===== config.mk =====
export PLATFORM = sky130hd
export DESIGN_NAME = dot_product_unit_flat
export DESIGN_NICKNAME = d
export VERILOG_FILES = /design/src/rtl/dot_product_unit_pkg.sv /design/src/rtl/dot_product_unit_if.sv /design/src/rtl/dot_product_unit_lib.sv /design/src/rtl/dot_product_unit.sv /design/src/flat_wrapper.sv
export SDC_FILE = /design/constraint.sdc
export NUM_CORES = 1
export LEC_CHECK = 0
export BUFFER_PORTS_ARGS = -buffer_cell sky130_fd_sc_hd__buf_2
export CORE_AREA = 8 8 233 235
export CTS_CLUSTER_SIZE = 40
export DETAILED_ROUTE_END_ITERATION = 8
export DIE_AREA = 0 0 241 243
export PLACE_DENSITY = 0.47
export RECOVER_POWER = 25
export SYNTH_ARGS = -nofsm -noshare
export SYNTH_HDL_FRONTEND = slang
export SYNTH_SLANG_ARGS = --single-unit

===== constraint.sdc =====
create_clock -name clock -period 19.3 [get_ports clock]
set_clock_uncertainty 0.2 [all_clocks]
set_input_delay 3.86 -clock clock [delete_from_list [all_inputs] [get_ports clock]]
set_output_delay 3.86 -clock clock [all_outputs]
set_load 0.03 [all_outputs]

===== src/rtl/dot_product_unit_pkg.sv =====
// Shared types and defaults for the streaming dot-product engine.
// Holds the FSM encoding and the accumulator-width sanity check.
package dp_pkg;

   typedef enum logic [1:0] {IDLE, RUN, DRAIN, DONE} dp_state_t;

   localparam int DP_WIDTH     = 16;
   localparam int DP_ACC_WIDTH = 40;
   localparam int DP_LEN_WIDTH = 10;

   // The accumulator must at least hold one full-precision product.
   function automatic bit acc_width_ok(input int width, input int acc_width);
      return acc_width >= 2 * width;
   endfunction

   localparam bit DP_ACC_OK = acc_width_ok(DP_WIDTH, DP_ACC_WIDTH);

endpackage


===== src/rtl/dot_product_unit_if.sv =====
// Operand/result handshake bundle between operand fetch, the dot-product
// engine and write-back.
interface dot_product_unit_if
   import dp_pkg::*;
#(
   parameter int WIDTH     = DP_WIDTH,
   parameter int ACC_WIDTH = DP_ACC_WIDTH,
   parameter int LEN_WIDTH = DP_LEN_WIDTH
) ();

   logic                 start;
   logic [LEN_WIDTH-1:0] len;
   logic [WIDTH-1:0]     a_data;
   logic [WIDTH-1:0]     b_data;
   logic                 in_valid;
   logic                 in_ready;
   logic [ACC_WIDTH-1:0] out_data;
   logic                 out_valid;
   logic                 out_ready;
   logic                 busy;

   modport master (
      output start, len, a_data, b_data, in_valid, out_ready,
      input  in_ready, out_data, out_valid, busy
   );

   modport slave (
      input  start, len, a_data, b_data, in_valid, out_ready,
      output in_ready, out_data, out_valid, busy
   );

endinterface


===== src/rtl/dot_product_unit_lib.sv =====
// Small datapath primitives: loadable down-counter, enabled register and
// clearable accumulator. All reset synchronously to zero.
module Counter #(
   parameter int WIDTH = 8
) (
   input  logic             clk,
   input  logic             rst,
   input  logic             load,
   input  logic             dec,
   input  logic [WIDTH-1:0] load_val,
   output logic [WIDTH-1:0] count
);

   always_ff @(posedge clk) begin
      if (rst)       count <= '0;
      else if (load) count <= load_val;
      else if (dec)  count <= count - WIDTH'(1);
   end

endmodule

module Register #(
   parameter int WIDTH = 8
) (
   input  logic             clk,
   input  logic             rst,
   input  logic             en,
   input  logic [WIDTH-1:0] d,
   output logic [WIDTH-1:0] q
);

   always_ff @(posedge clk) begin
      if (rst)     q <= '0;
      else if (en) q <= d;
   end

endmodule

module Accum #(
   parameter int WIDTH = 8
) (
   input  logic             clk,
   input  logic             rst,
   input  logic             clear,
   input  logic             en,
   input  logic [WIDTH-1:0] addend,
   output logic [WIDTH-1:0] sum
);

   // Modulo-2^WIDTH add; overflow wraps silently.
   always_ff @(posedge clk) begin
      if (rst)        sum <= '0;
      else if (clear) sum <= '0;
      else if (en)    sum <= sum + addend;
   end

endmodule


===== src/rtl/dot_product_unit.sv =====
// Streaming signed dot-product: multiply each accepted A/B beat into a
// product register, accumulate one cycle later, present the sum in DONE.
module dot_product_unit
   import dp_pkg::*;
#(
   parameter int WIDTH     = DP_WIDTH,
   parameter int ACC_WIDTH = DP_ACC_WIDTH,
   parameter int LEN_WIDTH = DP_LEN_WIDTH
) (
   input logic               clock,
   input logic               reset,
   dot_product_unit_if.slave bus
);

   dp_state_t state, state_nxt;

   logic                        accept, start_go, last_beat, prod_vld;
   logic                        in_ready, out_valid, busy;
   logic [LEN_WIDTH-1:0]        beats_left;
   logic signed [WIDTH-1:0]     a_s, b_s;
   logic signed [2*WIDTH-1:0]   prod_d, prod_q;
   logic signed [ACC_WIDTH-1:0] prod_ext, acc;

   assign a_s       = bus.a_data;
   assign b_s       = bus.b_data;
   assign prod_d    = (2*WIDTH)'(a_s) * (2*WIDTH)'(b_s);
   assign prod_ext  = ACC_WIDTH'(prod_q);

   assign start_go  = (state == IDLE) && bus.start;
   assign accept    = (state == RUN) && bus.in_valid;
   assign last_beat = accept && (beats_left == LEN_WIDTH'(1));

   always_ff @(posedge clock) begin
      if (reset) state <= IDLE;
      else       state <= state_nxt;
   end

   always_comb begin
      state_nxt = state;
      in_ready  = 1'b0;
      out_valid = 1'b0;
      busy      = 1'b1;
      unique case (state)
         IDLE: begin
            busy = 1'b0;
            if (bus.start) state_nxt = (bus.len != '0) ? RUN : DONE;
         end
         RUN: begin
            in_ready = 1'b1;
            if (last_beat) state_nxt = DRAIN;
         end
         DRAIN: state_nxt = DONE;
         DONE: begin
            out_valid = 1'b1;
            if (bus.out_ready) state_nxt = IDLE;
         end
         default: state_nxt = IDLE;
      endcase
   end

   Counter #(.WIDTH(LEN_WIDTH)) u_beats (
      .clk      (clock),
      .rst      (reset),
      .load     (start_go),
      .dec      (accept),
      .load_val (bus.len),
      .count    (beats_left)
   );

   Register #(.WIDTH(2*WIDTH)) u_prod (
      .clk (clock),
      .rst (reset),
      .en  (accept),
      .d   (prod_d),
      .q   (prod_q)
   );

   // Tags the product register as holding a not-yet-accumulated term.
   Register #(.WIDTH(1)) u_prod_vld (
      .clk (clock),
      .rst (reset),
      .en  (1'b1),
      .d   (accept),
      .q   (prod_vld)
   );

   Accum #(.WIDTH(ACC_WIDTH)) u_acc (
      .clk    (clock),
      .rst    (reset),
      .clear  (start_go),
      .en     (prod_vld),
      .addend (prod_ext),
      .sum    (acc)
   );

   assign bus.in_ready  = in_ready;
   assign bus.out_valid = out_valid;
   assign bus.busy      = busy;
   assign bus.out_data  = acc;

endmodule


===== src/flat_wrapper.sv =====
// flat-port wrapper written by rule: the top's interface ports become plain ports
module dot_product_unit_flat import dp_pkg::*;
#(
   parameter int WIDTH     = DP_WIDTH,
   parameter int ACC_WIDTH = DP_ACC_WIDTH,
   parameter int LEN_WIDTH = DP_LEN_WIDTH
)
  (clock, reset, bus_start, bus_len, bus_a_data, bus_b_data, bus_in_valid, bus_out_ready, bus_in_ready, bus_out_data, bus_out_valid, bus_busy);
  dot_product_unit_if #(.WIDTH(WIDTH), .ACC_WIDTH(ACC_WIDTH), .LEN_WIDTH(LEN_WIDTH)) bus_i ();
  input logic clock;
  input logic reset;
  input wire logic [$bits(bus_i.start)-1:0] bus_start;
  input wire logic [$bits(bus_i.len)-1:0] bus_len;
  input wire logic [$bits(bus_i.a_data)-1:0] bus_a_data;
  input wire logic [$bits(bus_i.b_data)-1:0] bus_b_data;
  input wire logic [$bits(bus_i.in_valid)-1:0] bus_in_valid;
  input wire logic [$bits(bus_i.out_ready)-1:0] bus_out_ready;
  output wire logic [$bits(bus_i.in_ready)-1:0] bus_in_ready;
  output wire logic [$bits(bus_i.out_data)-1:0] bus_out_data;
  output wire logic [$bits(bus_i.out_valid)-1:0] bus_out_valid;
  output wire logic [$bits(bus_i.busy)-1:0] bus_busy;
  assign bus_i.start = bus_start;
  assign bus_i.len = bus_len;
  assign bus_i.a_data = bus_a_data;
  assign bus_i.b_data = bus_b_data;
  assign bus_i.in_valid = bus_in_valid;
  assign bus_i.out_ready = bus_out_ready;
  assign bus_in_ready = bus_i.in_ready;
  assign bus_out_data = bus_i.out_data;
  assign bus_out_valid = bus_i.out_valid;
  assign bus_busy = bus_i.busy;
  dot_product_unit #(.WIDTH(WIDTH), .ACC_WIDTH(ACC_WIDTH), .LEN_WIDTH(LEN_WIDTH)) u_core (.clock(clock), .reset(reset), .bus(bus_i));
endmodule

==> results of run 1 <==
-- flip-flops by register name, indices dropped and copies added (netlist names) --
signal / cells
u_core.state: 2
u_core.u_beats.count: 10
u_core.u_acc.sum: 40
u_core.u_prod_vld.q: 1
u_core.u_prod.q: 32
-- logic make-up (layout without fill, tap and decap cells) --
kind of cell / after synthesis / count (layout) / share of synthesized area (%)
flip-flops: 85 / 85 / 11.3
buffers and inverters: 369 / 415 / 9.22
XOR/XNOR: 72 / 72 / 4.19
adder cells (fa/ha/maj): 391 / 391 / 45.7
AO/OA/AOI/OAI: 268 / 268 / 11.4
multiplexers: 23 / 23 / 1.54
AND/OR/NAND/NOR: 514 / 514 / 16.7
-- per-layer routing --
metal / vias to the layer above / routed length (um) / global-route usage [%]
met4: 2 / 430 / 2.59
met3: 22 / 1270 / 1.54
li1: 5532 / - / -
met1: 5592 / 20700 / 20.2
met5: - / 13 / 0
met2: 187 / 16900 / 20.4
-- metrics by stage --
stage | worst slack [ns] | instances
final | 9.34 | 2448
after global routing | 8.94 | 2448
after CTS | 9.42 | 2448
after detailed placement | 9.03 | 2432
after global placement | 9.15 | 2432
after floorplan | 9.55 | 1722
-- placed cells by master (no fill, tap or decap), types with 3 or more instances in the layout --
master / count
clkbuf_16: 9
o22ai_1: 3
and2_1: 127
fa_1: 263
nand4_1: 6
xor2_1: 27
a211oi_1: 24
o31ai_1: 5
ha_1: 128
nor2b_1: 6
buf_4: 5
nand2_1: 199
nor3_1: 14
o21a_1: 10
a21o_1: 27
nand2b_1: 17
inv_1: 305
clkbuf_1: 23
buf_2: 66
dfxtp_1: 84
mux2i_1: 22
nor2_1: 83
a21oi_1: 90
a211o_1: 8
a31oi_1: 13
o21ai_0: 46
nor4b_1: 3
o21bai_1: 7
nor4_1: 5
and3_1: 12
o211ai_1: 10
nor3b_1: 5
nand3_1: 18
nand3b_1: 11
xnor2_1: 45
-- area by class of cell --
| cell class | count | area share, % |
|---|---|---|
| Inverter | 305 | 6.99 |
| Sequential cell | 85 | 10.4 |
| Clock inverter | 7 | 0.351 |
| Multi-Input combinational cell | 1268 | 72.9 |
| Timing Repair Buffer | 94 | 2.77 |
| Tap cell | 680 | 5.19 |
| Clock buffer | 9 | 1.37 |
-- Yosys cell counts, drive strengths merged, types with 2 or more instances --
cell type and n:
o211ai 11, xor2 27, a211oi 26, nor3b 5
o22ai 3, nand3b 11, o31ai 5, and4 2
nand4 6, nor3 14, nand2 199, a31o 2
or2 3, a21oi 90, dfxtp 85, ha 128
o221ai 2, clkbuf 55, xnor2 45, nor4 5
buf 9, nor2 83, a31oi 13, inv 305
nand3 18, and2 127, a211o 8, o21ai 47
o31a 2, mux2i 22, nand2b 17, a2111oi 3
a21o 28, o21bai 7, and3 12, fa 263
nor4b 3, o21a 10, nor2b 6
-- critical path: stages --
cell and delay, ns:
buf_2 0.30, nand2_1 0.16, inv_1 0.15, fa_1 0.53
fa_1 0.75, inv_1 0.20, fa_1 0.51, fa_1 0.59
fa_1 0.44, fa_1 0.49, inv_1 0.04, ha_1 0.32
o21ai_0 0.10, nand2b_1 0.11, a31o_2 0.25, a221o_1 0.35
o21ai_0 0.35, a31oi_1 0.16, mux2i_1 0.15, o21ai_0 0.09
-- worst max path at each step --
stage	start	cells past startpoint	slack, ns	end
after detailed placement	bus_b_data[1]	20	9.03	u_core.u_prod.q[28]$_SDFFE_PP0P_
after floorplan	bus_a_data[15]	20	9.55	u_core.u_prod.q[28]$_SDFFE_PP0P_
after global placement	bus_b_data[1]	20	9.15	u_core.u_prod.q[28]$_SDFFE_PP0P_
after CTS	bus_b_data[1]	20	9.42	u_core.u_prod.q[28]$_SDFFE_PP0P_
after global routing	bus_b_data[1]	20	8.94	u_core.u_prod.q[28]$_SDFFE_PP0P_
final	bus_b_data[1]	20	9.34	u_core.u_prod.q[30]$_SDFFE_PP0P_
==> qor.csv, run 1 <==
stage;metric;value;unit
status;outcome;finished, violations left;
status;violations;capacitance limit, slew limit;
global_routing;grt_pass1_vias;11700;
yosys;synth_top_area_share;35.0;%
yosys;synth_top_area_cell;fa_1;
yosys;ys.flop_type;dfxtp_1;
clocking;cts_tree;built;
yosys;synth_nets;2160;
yosys;synth_top_cells_by_area;fa_1 (35%), dfxtp_1 (11%), ha_1 (11%), inv_1 (7.6%), and2_1 (5.3%);
die;rows;83;
die;die-area;58600;sq um
route;drt_iter0_drc;593;
route;viasPerCell;4.63;
worst_setup_path;r2r-start;u_core.u_acc.sum[0]$_SDFFE_PP0P_;
yosys;syn_area;15000;sq um
sta;timing.final.crit_share;51.6;%
yosys;ys_warn_count;0;
yosys;syn_area_per_cell;8.73;sq um
route;via_count;11300;
route;wl_per_cell;16.0;um
clocking;clkLatencyLatePin;0.36;ns
layout;antenna_cells;0;
die;die_y;243;um
layout;finish.utilization;32.3;%
global_routing;grt_max_degree;54;
layout;drive_gt1_share;5.66;%
sta;tns;0;ns
clocking;cts-root-buf;clkbuf_16;
worst_setup_path;r2r_slack;15.62;ns
layout;nFillCells;5478;
clocking;post_cts_buffers;0;
route;drt_wl_total;39.3;mm
yosys;synth_seq_area_share;11.3;%
layout;areaGrowthSynthToFinish;8.96;%
sta;worst_pin_slew;2.39;ns
yosys;synth-async-reset-ratio;0;%
yosys;synth_edf_count;0;
die;core_area;50700;sq um
layout;final_cell_area;16400;sq um
flow_run;drv_cap;1;
clocking;cts-hold-fix-buffers;0;
yosys;synth_cells;1722;
layout;seq_area;1700;sq um
layout;nets;2201;
clocking;h-tree-depth;3;
hold_path;whs_path_depth;2;
global_routing;gr-total-overflow;0;
sta;finalHoldViolCount;0;
worst_setup_path;cp_max_fo;16;
placed_design;gp_congestion;0.817;
clocking;ctsResizeCount;0;
sta;maxSlewViolCount;54;
clocking;clock-sinks;85;
global_routing;antenna_found_initial;1;
sta;maxSlewHeadroom;-59.3;%
worst_setup_path;critPathLaunchType;input port;
route;dr.pass1.iters;5;
worst_setup_path;arrival;9.91;ns
yosys;synth-seq-cells;85;
hold_path;hp-start;u_core.u_prod.q[14]$_SDFFE_PP0P_;
placed_design;portBuffers;89;
clocking;cts_inserted_buffers;9;
worst_setup_path;r2r_cells;12;
hold_path;whs_endpoint;u_core.u_prod.q[14]$_SDFFE_PP0P_;
sta;whs;0.258;ns
yosys;ys_types;61;
worst_setup_path;r2r-end;u_core.u_acc.sum[38]$_SDFFE_PP0P_;
clocking;cts_buffer_depth;2;
route;drcViolationCount;0;
global_routing;grt_pass1_wl;63.7;mm
route;postRouteAntennaNets;0;
worst_setup_path;critical_path_class;in -> reg;
layout;multiInputGateArea;12000;sq um
sta;fmax;0.100;GHz
sta;fin_crit;9.96;ns
clocking;cts.clk_slew.worst_paths;0.07;ns
placed_design;placed_cell_area;16100;sq um
sta;finalSetupViolCount;0;
global_routing;grt_usage;13.4;%
die;initial_core_util;29.7;%
worst_setup_path;worstSetupEndpointType;flip-flop;
hold_path;hold_class;reg -> reg;
placed_design;hpwlAfterDp;32.9;mm
die;die_w;241;um
worst_setup_path;cp.required;19.25;ns
die;ios;90;
sta;rsz0062_at_grt;no;
Power of run 1 is not shown: default switching activity piles up to over one toggle a cycle in this logic, so the estimate is an artifact.
==> run 2: changes to the inputs <==
- PLACE_DENSITY: 0.47 -> 0.49
- clock period: 19.3 -> 8.75 ns (I/O delays scaled with it)
==> run 2 against run 1 <==
The run still ends with capacitance limit, slew limit left. Final area about the same. Setup slack got worse by 8.3 ns. Count of clock-buffer cells in the layout increased by 1. Via count decreased by 0.26%. Final cell count increased by 0.12%. Critical path type unchanged. Largest cell class unchanged.
==> qor.csv, run 2 (synthesis results as in run 1) <==
stage;metric;value;unit;change
layout;largest_reg_flops;40;;unchanged
die;core_area;50700;sq um;unchanged
sta;fmax;0.130;GHz;
sta;fin_ws;1.03;ns;-8.31 ns
worst_setup_path;critPathSlowestCell;fa_1;;
status;violations;capacitance limit, slew limit;;
die;rows;83;;unchanged
placed_design;hpwlAfterDp;32.4;mm;-1.4%
sta;timing.final.crit_share;88.2;%;
clocking;post_cts_buffers;0;;unchanged
clocking;cts_buffer_depth;2;;unchanged
route;drcViolationCount;0;;unchanged
hold_path;hold_class;reg -> reg;;
sta;rsz0062_at_grt;no;;
sta;fin_crit;7.72;ns;
sta;finalHoldViolCount;0;;unchanged
worst_setup_path;cp_cell_sequence;buf_2 -> nand2_1 -> inv_1 -> fa_1 -> fa_1 -> inv_1 -> fa_1 -> fa_1 -> fa_1 -> fa_1 -> inv_1 -> ha_1 -> o21ai_0 -> nand2b_1 -> a31o_2 -> a221o_1 -> o21ai_0 -> a31oi_1 -> mux2i_1 -> o21ai_0;;
layout;nets;2203;;+0.091%
layout;most-common-layout-cells;inv_1 (305), fa_1 (263), nand2_1 (199);;
route;dr.pass1.iters;7;;+2
die;die_w;241;um;unchanged
global_routing;grt_pass1_vias;11800;;+1.6%
worst_setup_path;critPathLaunchType;input port;;
sta;tns;0;ns;unchanged
clocking;cts_tree;built;;
layout;drive_gt1_share;5.65;%;-0.0064 points
layout;top_register;u_core.u_acc.sum;;
placed_design;gp_congestion;0.823;;+0.77%
placed_design;portBuffers;89;;unchanged
die;die_y;243;um;unchanged
clocking;ctsResizeCount;0;;unchanged
flow_run;drv_cap;2;;+1
sta;whs;0.263;ns;+0.00444 ns
clocking;cts-hold-fix-buffers;0;;unchanged
worst_setup_path;crit_top_cell;fa_1;;
die;initial_core_util;29.7;%;unchanged
worst_setup_path;cp.required;8.70;ns;-10.55 ns
layout;final_common_cell;inv_1;;
route;viasPerCell;4.61;;-0.38%
route;drt_iter0_drc;573;;-3.4%
sta;maxSlewViolCount;91;;+69%
worst_setup_path;r2r_slack;5.08;ns;-10.54 ns
global_routing;antenna_found_initial;1;;unchanged
route;postRouteAntennaNets;0;;unchanged
worst_setup_path;cp_max_fo;16;;unchanged
placed_design;place_ws;0.677;ns;-8.35 ns
layout;reg_top3;u_core.u_acc.sum: 40 flops, u_core.u_prod.q: 32 flops, u_core.u_beats.count: 10 flops;;
route;drt_wl_total;38.7;mm;-1.5%
global_routing;gr-total-overflow;0;;unchanged
clocking;clkLatencyLatePin;0.36;ns;about the same
worst_setup_path;slowest_delay;0.73;ns;-0.02 ns
layout;areaGrowthSynthToFinish;9.07;%;about the same
sta;maxSlewHeadroom;-56.8;%;+2.5 points
sta;worst_pin_slew;2.35;ns;-0.0369 ns
clocking;cts.clk_slew.worst_paths;0.07;ns;about the same
die;ios;90;;unchanged
clocking;cts_inserted_buffers;9;;unchanged
global_routing;grt_usage;13.3;%;-0.11 points
worst_setup_path;critical_path_class;in -> reg;;
clocking;cts-root-buf;clkbuf_16;;
global_routing;grt_pass1_wl;63.6;mm;-0.18%
global_routing;grt_max_degree;54;;unchanged
route;wl_per_cell;15.8;um;-1.6%
worst_setup_path;arrival;7.67;ns;-2.24 ns
route;via_count;11300;;-0.26%
clocking;h-tree-depth;3;;unchanged
worst_setup_path;worstSetupEndpointType;flip-flop;;
clocking;clock-sinks;85;;unchanged
die;die-area;58600;sq um;unchanged
status;outcome;finished, violations left;;
sta;finalSetupViolCount;0;;unchanged
==> run 2: cell type report <==
cell class / count / area (sq um)
Tap cell: 680 / 851
Fill cell: 5480 / 34300
Clock inverter: 6 / 50.0
Multi-Input combinational cell: 1268 / 12000
Timing Repair Buffer: 96 / 462
Sequential cell: 85 / 1700
Antenna cell: 1 / 2.50
Clock buffer: 10 / 239
Inverter: 305 / 1140
==> run 2: metal layers <==
metal  vias to the layer above  share of wire (%)  GRT usage (%)
li1                       5536                  -              -
met1                      5547                 53           20.1
met2                       196                 42           20.0
met3                        27                3.4           1.58
met4                         0                1.4           2.78
met5                         -                  0              0
==> run 2: metrics by stage <==
| step | area [sq um] | cells | util [%] |
|---|---|---|---|
| finish | 16400 | 2451 | 32.4 |
| global placement | 16100 | 2434 | 31.9 |
| global route | 16400 | 2450 | 32.4 |
| CTS | 16400 | 2450 | 32.4 |
| floorplan | 15000 | 1722 | - |
| detailed placement | 16100 | 2434 | 31.9 |
==> run 2: worst paths after layout <==
check | startpoint | end | cells past startpoint
worst max-delay path | bus_b_data[1] | u_core.u_prod.q[30]$_SDFFE_PP0P_ | 20
worst min register to register | u_core.u_prod.q[11]$_SDFFE_PP0P_ | u_core.u_prod.q[11]$_SDFFE_PP0P_ | 2
worst max register to register | u_core.u_acc.sum[0]$_SDFFE_PP0P_ | u_core.u_acc.sum[38]$_SDFFE_PP0P_ | 12
worst min-delay path | u_core.u_prod.q[11]$_SDFFE_PP0P_ | u_core.u_prod.q[11]$_SDFFE_PP0P_ | 2
==> run 2: critical path: cells and delay by family <==
kind                       cells  cell delay [ns]
AOI/OAI and AO/OA              6             1.25
adders and majority gates      7             3.59
buffers and inverters          4             0.65
muxes                          1             0.16
and+or+nand+nor                2             0.27
Power of run 2 is left out for the same reason.
==> run 3: changes to the inputs <==
- CORE_AREA: 8 8 233 235 -> 8 8 183 185
- DIE_AREA: 0 0 241 243 -> 0 0 191 193
- PLACE_DENSITY: 0.49 -> 0.71
==> run 3 against run 2 <==
The run still ends with capacitance limit, slew limit left. Global-route usage increased by 6.4 points. Utilization increased by 20 points. Via count increased by 3.3%. Non-clock buffer count decreased by 3. Count of clock-buffer cells in the layout increased by 4. Final cell count decreased by 12%. Setup slack got worse by 0.054 ns. Routed wire length decreased by 8.0%. Flip-flop and latch count unchanged. Maximum frequency decreased by 0.70%. Sequential share of layout area increased by 0.25 points. Register-to-register slack improved by 0.13 ns. Largest cell class unchanged. Highest routed layer unchanged.
==> qor.csv, run 3 (synthesis results as in run 1) <==
stage;metric;value;unit;change
worst_setup_path;cp_cell_sequence;buf_2 -> nand2_1 -> inv_1 -> fa_1 -> fa_1 -> inv_1 -> fa_1 -> fa_1 -> fa_1 -> fa_1 -> inv_1 -> ha_1 -> nor3_1 -> o21ai_0 -> a31o_2 -> a221o_1 -> o21ai_0 -> a31oi_1 -> mux2i_1 -> o21ai_0;;
clocking;cts_buffer_depth;2;;unchanged
worst_setup_path;r2r-start;u_core.u_acc.sum[0]$_SDFFE_PP0P_;;
status;violations;capacitance limit, slew limit;;
worst_setup_path;worstSetupEndpointType;flip-flop;;
route;viasPerCell;5.39;;+17%
layout;final_common_cell;inv_1;;
route;wl_per_cell;16.4;um;+4.0%
worst_setup_path;crit_family;adder cells;;
die;die-area;36900;sq um;-37%
sta;finalSetupViolCount;0;;unchanged
worst_setup_path;crit_top_cell;fa_1;;
sta;rsz0062_at_grt;no;;
sta;finalHoldViolCount;0;;unchanged
clocking;cts_inserted_buffers;9;;unchanged
worst_setup_path;critPathSlowestCell;fa_1;;
clocking;clkLatencyLatePin;0.33;ns;-0.03 ns
die;die_y;193;um;-21%
die;core_area;30800;sq um;-39%
global_routing;antenna_found_initial;0;;-1
clocking;cts_tree;built;;
worst_setup_path;slowest_delay;0.73;ns;about the same
clocking;cts.clk_slew.worst_paths;0.06;ns;about the same
worst_setup_path;r2r_cells;12;;unchanged
worst_setup_path;r2r_slack;5.21;ns;+0.13 ns
worst_setup_path;critical_path_class;in -> reg;;
placed_design;hpwlAfterDp;29.8;mm;-8.0%
hold_path;hp-start;u_core.u_prod.q[23]$_SDFFE_PP0P_;;
global_routing;grt_max_degree;54;;unchanged
hold_path;whs_path_depth;2;;unchanged
clocking;ctsResizeCount;0;;unchanged
layout;antenna_cells;0;;-1
route;dr.pass1.iters;5;;-2
die;rows;65;;-22%
worst_setup_path;critPathLaunchType;input port;;
die;ios;90;;unchanged
route;maxUsedRoutingLayer;met4;;
sta;maxSlewViolCount;91;;unchanged
die;die_w;191;um;-21%
worst_setup_path;critPathBufInv;4;;unchanged
worst_setup_path;cp.depth;20;;unchanged
layout;reg_top3;u_core.u_acc.sum: 40 flops, u_core.u_prod.q: 32 flops, u_core.u_beats.count: 10 flops;;
sta;maxSlewHeadroom;-45.4;%;+11 points
route;wl_met1;16.2;mm;-21%
hold_path;whs_endpoint;u_core.u_prod.q[23]$_SDFFE_PP0P_;;
clocking;cts-root-buf;clkbuf_16;;
global_routing;grt_pass1_wl;59.3;mm;-6.8%
layout;largest_reg_flops;40;;unchanged
worst_setup_path;cp_max_fo;16;;unchanged
route;drt_wl_total;35.6;mm;-8.0%
sta;timing.final.crit_share;88.8;%;+0.62 points
worst_setup_path;arrival;7.70;ns;+0.03 ns
global_routing;gr-total-overflow;0;;unchanged
route;met3WireLength;2.16;mm;+66%
layout;drive_gt1_share;5.21;%;-0.44 points
clocking;post_cts_buffers;0;;unchanged
clocking;h-tree-depth;3;;unchanged
layout;areaGrowthSynthToFinish;6.52;%;
layout;nets;2200;;-0.14%
layout;most-common-layout-cells;inv_1 (305), fa_1 (263), nand2_1 (199);;
placed_design;portBuffers;89;;unchanged
worst_setup_path;r2r-end;u_core.u_acc.sum[38]$_SDFFE_PP0P_;;
route;drt_iter0_drc;655;;+14%
clocking;clock-sinks;85;;unchanged
die;initial_core_util;48.8;%;+19 points
route;drcViolationCount;0;;unchanged
status;outcome;finished, violations left;;
sta;fmax;0.129;GHz;-0.70%
global_routing;grt_usage;19.7;%;+6.4 points
route;via_count;11700;;+3.3%
flow_run;drv_cap;2;;unchanged
worst_setup_path;cp.required;8.68;ns;-0.02 ns
sta;tns;0;ns;unchanged
placed_design;gp_congestion;0.916;;+11%
hold_path;hold_class;reg -> reg;;
sta;whs;0.256;ns;-0.00735 ns
layout;top_register;u_core.u_acc.sum;;
route;postRouteAntennaNets;0;;unchanged
route;route.met2.wl;16.5;mm;+0.86%
sta;fin_crit;7.77;ns;+0.0541 ns
clocking;cts-hold-fix-buffers;0;;unchanged
sta;worst_pin_slew;2.18;ns;-0.171 ns
global_routing;grt_pass1_vias;12000;;+1.3%
layout;finish.utilization;52.0;%;+20 points
run 3: worst max path at each step:
stage	from	to	slack (ns)
floorplan	bus_a_data[15]	u_core.u_prod.q[28]$_SDFFE_PP0P_	1.11
CTS	bus_b_data[1]	u_core.u_prod.q[28]$_SDFFE_PP0P_	1.03
finish	bus_b_data[1]	u_core.u_prod.q[30]$_SDFFE_PP0P_	0.98
global placement	bus_b_data[1]	u_core.u_prod.q[28]$_SDFFE_PP0P_	0.82
global route	bus_b_data[2]	u_core.u_prod.q[30]$_SDFFE_PP0P_	0.51
detailed placement	bus_b_data[1]	u_core.u_prod.q[28]$_SDFFE_PP0P_	0.68
run 3: area by class of cell:
type | instances | area, sq um
Timing Repair Buffer | 93 | 439
Tap cell | 402 | 503
Inverter | 305 | 1140
Fill cell | 2883 | 14800
Sequential cell | 85 | 1700
Clock inverter | 1 | 5.00
Multi-Input combinational cell | 1268 | 12000
Clock buffer | 14 | 274
run 3: worst reg2reg max path, cell delays in order, from the launching register on:
cell and delay, ns:
dfxtp_1 0.38, ha_1 0.21, inv_1 0.07, fa_1 0.43, nor2b_1 0.12, o21ai_1 0.09
a2111o_1 0.48, a211oi_2 0.30, nor2_1 0.07, or3b_1 0.41, a211o_1 0.29, and3_1 0.17
a211o_1 0.22
run 3: stage by stage:
step | cell area, sq um | worst slack (ns) | instances
after global placement | 15800 | 0.816 | 2153
after global routing | 16000 | 0.514 | 2168
after floorplan | 15000 | 1.11 | 1722
after CTS | 16100 | 1.03 | 2168
after detailed placement | 15800 | 0.678 | 2153
final | 16000 | 0.976 | 2168
run 3: layer usage:
metal  GRT usage [%]  vias to the layer above
met4            5.43                        0
met5               0                        -
li1                -                     5525
met1            26.8                     5763
met3            2.97                       49
met2            32.3                      343
Power of run 3 is left out for the same reason.
